--- src/rtl/ibus_initiator.sv ---
`default_nettype none
// ============================================================================
// Module      : ibus_initiator
// Description : IBUS bus master; turns single CPU load/store requests into one
//               IBUS transaction each, with busy-timeout and error reporting.
// Revision    : 1.0 - initial release
// ============================================================================
module ibus_initiator #(
    parameter int TIMEOUT = 255,
    parameter int TW      = 8
) (
    input  logic        CLK,
    input  logic        RST_N,
    input  logic        CE_R,
    input  logic [31:0] CPU_A,
    input  logic [31:0] CPU_DI,
    input  logic [1:0]  CPU_SZ,
    input  logic        CPU_WE,
    input  logic        CPU_SX,
    input  logic        CPU_REQ,
    output logic        CPU_ACK,
    output logic        CPU_ERR,
    output logic [31:0] CPU_DO,
    output logic [31:0] IBUS_A,
    output logic [31:0] IBUS_DO,
    input  logic [31:0] IBUS_DI,
    output logic [3:0]  IBUS_BA,
    output logic        IBUS_WE,
    output logic        IBUS_REQ,
    input  logic        IBUS_BUSY,
    input  logic        IBUS_ACT
);

    typedef enum logic [0:0] {
        S_IDLE = 1'b0,
        S_BUS  = 1'b1
    } state_t;

    localparam logic [TW-1:0] TO_LAST = TW'(TIMEOUT - 1);

    state_t        state_q, state_d;
    logic [TW-1:0] timer_q, timer_d;
    logic [1:0]    sz_q, sz_d;
    logic          sx_q, sx_d;
    logic          cpu_ack_q, cpu_ack_d;
    logic          cpu_err_q, cpu_err_d;
    logic [31:0]   cpu_do_q, cpu_do_d;
    logic [31:0]   ibus_a_q, ibus_a_d;
    logic [31:0]   ibus_do_q, ibus_do_d;
    logic [3:0]    ibus_ba_q, ibus_ba_d;
    logic          ibus_we_q, ibus_we_d;
    logic          ibus_req_q, ibus_req_d;

    logic          w_illegal;
    logic [3:0]    w_ba;
    logic [31:0]   w_wdata;
    logic [7:0]    w_rd_byte;
    logic [15:0]   w_rd_word;
    logic [31:0]   w_rd_ext;

    // Request decode: lane enables and replicated store data
    always_comb begin
        w_illegal = 1'b0;
        w_ba      = 4'b1111;
        w_wdata   = CPU_DI;
        case (CPU_SZ)
            2'b00: begin
                w_ba    = 4'b1000 >> CPU_A[1:0];
                w_wdata = {4{CPU_DI[7:0]}};
            end
            2'b01: begin
                w_illegal = CPU_A[0];
                w_ba      = CPU_A[1] ? 4'b0011 : 4'b1100;
                w_wdata   = {2{CPU_DI[15:0]}};
            end
            2'b10:   w_illegal = (CPU_A[1:0] != 2'b00);
            default: w_illegal = 1'b1;
        endcase
        if (!CPU_WE) begin
            w_wdata = 32'h0;
        end
    end

    // Read lane extraction from the latched address (big-endian lanes)
    always_comb begin
        case (ibus_a_q[1:0])
            2'b00:   w_rd_byte = IBUS_DI[31:24];
            2'b01:   w_rd_byte = IBUS_DI[23:16];
            2'b10:   w_rd_byte = IBUS_DI[15:8];
            default: w_rd_byte = IBUS_DI[7:0];
        endcase
        w_rd_word = ibus_a_q[1] ? IBUS_DI[15:0] : IBUS_DI[31:16];
        case (sz_q)
            2'b00:   w_rd_ext = {{24{sx_q & w_rd_byte[7]}}, w_rd_byte};
            2'b01:   w_rd_ext = {{16{sx_q & w_rd_word[15]}}, w_rd_word};
            default: w_rd_ext = IBUS_DI;
        endcase
    end

    always_comb begin
        state_d    = state_q;
        timer_d    = timer_q;
        sz_d       = sz_q;
        sx_d       = sx_q;
        cpu_ack_d  = cpu_ack_q;
        cpu_err_d  = cpu_err_q;
        cpu_do_d   = cpu_do_q;
        ibus_a_d   = ibus_a_q;
        ibus_do_d  = ibus_do_q;
        ibus_ba_d  = ibus_ba_q;
        ibus_we_d  = ibus_we_q;
        ibus_req_d = ibus_req_q;
        if (CE_R) begin
            cpu_ack_d = 1'b0;
            cpu_err_d = 1'b0;
            case (state_q)
                S_IDLE: begin
                    if (CPU_REQ && !cpu_ack_q) begin
                        if (w_illegal) begin
                            cpu_ack_d = 1'b1;
                            cpu_err_d = 1'b1;
                            cpu_do_d  = 32'h0;
                        end else begin
                            ibus_a_d   = CPU_A;
                            ibus_we_d  = CPU_WE;
                            ibus_req_d = 1'b1;
                            ibus_ba_d  = w_ba;
                            ibus_do_d  = w_wdata;
                            sz_d       = CPU_SZ;
                            sx_d       = CPU_SX;
                            timer_d    = '0;
                            state_d    = S_BUS;
                        end
                    end
                end
                default: begin
                    if (!IBUS_ACT || (IBUS_BUSY && TIMEOUT != 0 && timer_q == TO_LAST)) begin
                        cpu_ack_d  = 1'b1;
                        cpu_err_d  = 1'b1;
                        cpu_do_d   = 32'h0;
                        ibus_req_d = 1'b0;
                        ibus_we_d  = 1'b0;
                        state_d    = S_IDLE;
                    end else if (IBUS_BUSY) begin
                        timer_d = timer_q + 1'b1;
                    end else begin
                        cpu_ack_d  = 1'b1;
                        ibus_req_d = 1'b0;
                        ibus_we_d  = 1'b0;
                        state_d    = S_IDLE;
                        // Stores leave the previous load result in place
                        if (!ibus_we_q) begin
                            cpu_do_d = w_rd_ext;
                        end
                    end
                end
            endcase
        end
    end

    always_ff @(posedge CLK) begin
        if (!RST_N) begin
            state_q    <= S_IDLE;
            timer_q    <= '0;
            sz_q       <= 2'b00;
            sx_q       <= 1'b0;
            cpu_ack_q  <= 1'b0;
            cpu_err_q  <= 1'b0;
            cpu_do_q   <= 32'h0;
            ibus_a_q   <= 32'h0;
            ibus_do_q  <= 32'h0;
            ibus_ba_q  <= 4'h0;
            ibus_we_q  <= 1'b0;
            ibus_req_q <= 1'b0;
        end else begin
            state_q    <= state_d;
            timer_q    <= timer_d;
            sz_q       <= sz_d;
            sx_q       <= sx_d;
            cpu_ack_q  <= cpu_ack_d;
            cpu_err_q  <= cpu_err_d;
            cpu_do_q   <= cpu_do_d;
            ibus_a_q   <= ibus_a_d;
            ibus_do_q  <= ibus_do_d;
            ibus_ba_q  <= ibus_ba_d;
            ibus_we_q  <= ibus_we_d;
            ibus_req_q <= ibus_req_d;
        end
    end

    assign CPU_ACK  = cpu_ack_q;
    assign CPU_ERR  = cpu_err_q;
    assign CPU_DO   = cpu_do_q;
    assign IBUS_A   = ibus_a_q;
    assign IBUS_DO  = ibus_do_q;
    assign IBUS_BA  = ibus_ba_q;
    assign IBUS_WE  = ibus_we_q;
    assign IBUS_REQ = ibus_req_q;

endmodule
`default_nettype wire

--- config.mk ---
export PLATFORM = sky130hd
export DESIGN_NAME = ibus_initiator
export DESIGN_NICKNAME = d
export VERILOG_FILES = /design/src/rtl/ibus_initiator.sv
export SDC_FILE = /design/constraint.sdc
export NUM_CORES = 1
export LEC_CHECK = 0
export CORE_ASPECT_RATIO = 0.9
export CORE_MARGIN = 4
export CORE_UTILIZATION = 44
export CTS_CLUSTER_SIZE = 12
export DETAILED_ROUTE_END_ITERATION = 16
export GPL_TIMING_DRIVEN = 1
export PLACE_DENSITY = 0.81
export SYNTH_ARGS = -nofsm -noshare
export SYNTH_HDL_FRONTEND = slang
export SYNTH_SLANG_ARGS = --single-unit
--- constraint.sdc ---
create_clock -name CLK -period 2.1 [get_ports CLK]
set_input_delay 0.42 -clock CLK [delete_from_list [all_inputs] [get_ports CLK]]
set_output_delay 0.42 -clock CLK [all_outputs]
set_load 0.005 [all_outputs]
---- Word-level counts from Yosys, hierarchy flattened ----
Cells that the tools add are included.
operators by class
  $add $sub $neg .......................... 1
  eq/ne operators ......................... 11
  shifts and indexed selects .............. 1
  muxes and demuxes ....................... 39
  bitwise operators ....................... 4
  reductions and logical operators ........ 15
operators by type and width
  operator             number
  $mux 32              7
  $pmux 32 s2          2
  $mux 8               5
  $pmux 8 s3           1
  $mux 1               20
  $mux 16              1
  $reduce_and 5->1     2
  $add 8x1->8 const B  1
  $eq 8x8->1 const B   1
  $pmux 4 s2           1
  $reduce_and 4->1     2
  $eq 2x1->1 const B   3
  $logic_not 2->1      3
  $ne 2x2->1 const B   3
  $ne 3x2->1 const B   2
  $reduce_bool 2->1    3
  $eq 2x2->1 const B   2
  $mux 4               1
  $shr 4x2->4 const A  1
  $pmux 1 s3           1
  $and 1x1->1          2
  $logic_and 1x1->1    2
  $logic_not 1->1      2
  $not 1->1            2
  $logic_or 1x1->1     1
storage, ports and cells
  register bits after elaboration ......... 116
  bits of input ports ..................... 106
  output and inout port bits .............. 104

---- Logic depth before layout (Yosys ltp) ----
Gate-level depths: netlist (run 1).
  word-level depth ........................ 8
  depth in mapped cells ................... 8
  gate-level depth less buffers ........... 7

---- Worst setup path after synthesis (run 1) ----
No wires, ideal clock.
  path kind ............................... register to register
  start point ............................. reg timer_q[0]
  end point ............................... reg cpu_do_q[10] (netlist: CPU_DO[10])
  arrival ................................. 1.794 ns
  slack ................................... 0.247 ns
  cell stages (with the launch flop) ...... 9
  path buffers ............................ 1
  clock period less this slack ............ 1.853 ns
  path through ............................ dfxtp_1 > inv_1 > ha_1 > and3_1 > nand3_1 > nand4_1 > nor3b_2 > buf_2 > a22o_1
between the ends
  longest elaborated chain between the ends .. 5
  elaborated cells between the ends (all ways) .. 8
RTL lines
  item                                                                 line  RTL
  start, declared                                                      42    logic [TW-1:0] timer_q, timer_d;
  start signal, assigned                                               177   timer_q <= timer_d;
  $eq 8x8->1 *                                                         137   if (!IBUS_ACT || (IBUS_BUSY && TIMEOUT != 0 && timer_q == TO_LAST)) begin
  $logic_and 1x1->1 *                                                  137
  $logic_or 1x1->1 *                                                   137
  $ne 3x2->1 (no source line) / $mux 32 (equally long branches)        --
  $reduce_and 5->1 (no source line) / $mux 32 (equally long branches)  --
  end signal, assigned                                                 182   cpu_do_q <= cpu_do_d;
  end, declared                                                        47    logic [31:0] cpu_do_q, cpu_do_d;
Every way passes the cells marked *; elsewhere a longest branch is shown, timed or not.
A chain may end at the register's enable or synchronous reset.

---- Worst setup path in the final report (run 1) ----
  start point ............................. reg ibus_a_q[1] (netlist: IBUS_A[1])
  end point ............................... out IBUS_A[1]
RTL lines
  item                    line  RTL
  start, declared         48    logic [31:0] ibus_a_q, ibus_a_d;
  start signal, assigned  183   ibus_a_q <= ibus_a_d;
  end, declared           24    output logic [31:0] IBUS_A,
No word-level cell between the ends.

==> results.toml, run 1 <==
[cells_and_area]
drive_gt1_share_pct = 10.1
design_area_um2 = 8270
antenna_cells = 0
area_delta_synth_final_pct = 58.4
final_cells = 1040
final_nets = 983

[clocking]
post_cts.repair.setup_buffers = 0
cts_tree = "yes"
clkTransAtPathRegs_ns = 0.05
cts_hold_buf = 0
clock_latency_ns = 0.41
clock-sinks = 116
cts-root-buf = "clkbuf_16"
htree_levels = 4
clock_path_buffers = 2
cts_buffers = 17

[logic_synthesis]
synth.avg_cell_area_um2 = 7.96
ys_top_cells_by_area = "dfxtp_1 44%, nand2_1 12%, a21oi_1 8.4%"
yosys.area.top_type = "dfxtp_1"
synth_top_area_share_pct = 44.5
synthArstFlopShare_pct = 0
synth_cell_type_count = 45
yosysMostFrequentCell = "nand2_1"
synth_fp_nets = 764
synth_area_um2 = 5220
synth-edff-count = 0
synth_flop_cell = "dfxtp_1"
synth-seq-area-share_pct = 44.5
yosys-top-cells-count = "169 x nand2_1, 116 x dfxtp_1, 88 x a21oi_1, 34 x nor2_1, 28 x clkbuf_1"
yosysWarnings = 0
synth-seq-cells = 116
synthCells = 656

[detailed_routing]
ant_nets = 0
drt_iter0_markers = 504
dr.pass1.iters = 5
wire_per_inst_um = 16.5
vias = 5609
routed_wl_um = 17100
vias_per_cell = 5.39
drcViolationCount = 0

[die]
coreArea_um2 = 11500
die_area_um2 = 13700
rows = 37
die_w_um = 123
start_util_pct = 45.3
die_y_um = 111
io_pins = 210

[setup_path]
cp_max_fo = 23
criticalPathCategory = "reg -> out"
slowest_delay_ns = 0.53
worstPathCellList = "buf_8 -> clkdlybuf4s50_1"
worstPathArrival_ns = 1.61
endpoint_kind = "output pin"
required_ns = 1.68
cp-start-kind = "flop"
crit_slowest_cell = "clkdlybuf4s50_1"

[power]
ir_drop_mv = 0.575
pwr-share-comb_pct = 13.2
switchingPower_mw = 1.31
p_int_mw = 4.38
switching_share_pct = 23.0
pwr_density_cell_nw_per_um2 = 687
seqPwrFrac_pct = 40.3
clockPowerShare_pct = 46.5
power_mw = 5.69
power.leakage_nw = 3.14

[place]
io_buffers = 209
placed_area_um2 = 7720
dp_hpwl_um = 12300
dpl.cell_count = 1012
place_congestion = 0.894

[timing]
report.final.slew_viol_count = 0
final_min_period_over_clock_period_pct = 96.7
finalSetupViolations = 0
hold_violations = 0
skew_ns = 0.00970
relSlewSlack_pct = 61.6
worst_pin_slew_ns = 0.574
fmax_ghz = 0.492
layout_min_cycle_time_ns = 2.03

[grt]
grt_pass1_vias = 5516
grt-ovfl-total = 0
antenna_found_initial = 0
grt_max_degree = 76
grt_pass1_wl_um = 27300
grt_use_total_pct = 24.9

[run]
max_cap_viol_count = 0

[status]
status = "finished, final reports clean"

[hold_path]
hold_path_class = "reg -> reg"
==> stage by stage <==
stage	util (%)	hold slack [ns]	TNS, ns	setup WS [ns]
3_3_place_gp	67.0	0.438	-12.60	-0.196
3_5_place_dp	67.0	0.445	-17.15	-0.269
5_1_grt	71.8	0.459	-0.00170	-0.00170
2_1_floorplan	-	0.441	0	0.247
4_1_cts	71.7	0.454	0	0.0441
6_report	71.8	0.451	0	0.0690
==> routing by layer <==
layer / track usage [%] / vias up / wire, µm
met1: 29.5 / 2575 / 6760
met4: 10.8 / 0 / 588
met5: 0 / - / 0
li1: - / 2707 / -
met2: 39.9 / 285 / 8090
met3: 9.90 / 42 / 1710
==> cells in the final DEF, fill, tap and decap left out, types with 2 or more instances in the layout <==
master and n:
clkdlybuf4s50_1 209, mux2i_1 19, nand2b_1 2, a22oi_1 8, inv_2 2, clkbuf_8 4, mux2_2 12, clkbuf_16 17
o211ai_1 8, o2111ai_1 3, and3_1 3, a211o_1 10, buf_4 28, o21ai_0 17, a21oi_1 88, a311oi_1 2
o21ai_1 2, buf_12 9, inv_1 15, or3_1 15, nor3_1 2, xor2_1 5, dfxtp_2 2, nand3_1 24
nand4_1 3, nand2_1 169, nor2b_1 4, a22o_1 24, ha_1 2, clkinv_2 5, dfxtp_1 114, nor2_1 34
a211oi_1 2
==> power groups by stage <==
| stage | Clock, mW | Combinational [mW] | Sequential [mW] |
|---|---|---|---|
| global placement | 0 | 0.728 | 2.33 |
| global route | 2.79 | 0.812 | 2.29 |
| detailed placement | 0 | 0.739 | 2.33 |
| floorplan | 0 | 0.298 | 2.33 |
| finish | 2.64 | 0.753 | 2.29 |
| CTS | 2.69 | 0.749 | 2.29 |
==> cells by family after synthesis <==
kind of cell    Yosys count  share of synthesized area (%)
buf+inv                  64                           4.98
xor+xnor                  6                           1.01
fa+ha+maj                 2                          0.479
compound gates          175                           21.5
mux                      31                           6.23
flops                   116                           44.5
simple gates            262                           21.3
==> state kept, by name, indices dropped and copies added (netlist names) <==
register / count
CPU_ACK: 1
CPU_DO: 32
CPU_ERR: 1
IBUS_A: 32
IBUS_BA: 4
IBUS_DO: 32
IBUS_REQ: 1
IBUS_WE: 1
state_q: 1
sx_q: 1
sz_q: 2
timer_q: 8
==> area by class of cell <==
type | count | area, µm²
inverters | 17 | 63.8
multi-input cells | 476 | 2650
flip-flops and latches | 116 | 2320
clock inverters | 6 | 55.1
fillers | 825 | 3250
repair buffers | 247 | 2500
well taps | 156 | 195
clock buffers | 22 | 484
==> final timing paths <==
| kind | depth (start not counted) | slack, ns | from | end |
|---|---|---|---|---|
| worst max-delay path | 2 | 0.07 | IBUS_A[1]$_SDFFE_PN0P_ | IBUS_A[1] |
| worst min-delay path | 2 | 0.45 | IBUS_A[21]$_SDFFE_PN0P_ | IBUS_A[21]$_SDFFE_PN0P_ |
| worst max register to register | 8 | 0.18 | timer_q[0]$_SDFFE_PN0P_ | CPU_DO[6]$_SDFFE_PN0P_ |
| worst min register to register | 2 | 0.45 | IBUS_A[21]$_SDFFE_PN0P_ | IBUS_A[21]$_SDFFE_PN0P_ |
==> critical path, delay by kind of cell, from the launching register on <==
kind	cells	cell delay (ns)
flip-flops	1	0.45
buffers and inverters	2	0.75
==> timing repair <==
action | CTS | global route
pin swaps | 0 | 1
resized for setup | 2 | 3
cloned | 0 | 0
endpoints found under the setup margin | 1 | 10
hold endpoints to repair | 0 | 0
(Power assumes the default switching activity.)
==> run 2, diff against run 1 <==
CAP_MARGIN = 0   (was default)
CTS_CLUSTER_DIAMETER = 50   (was default)
SKIP_CTS_REPAIR_TIMING = 1   (was default)
==> results of run 2 <==
No change in the layout: final DEF, timing and power equal those of run 1.
Among the figures that moved: via count of the first global-routing pass 5516 -> 5513; met1 usage 29.5% -> 29.4%
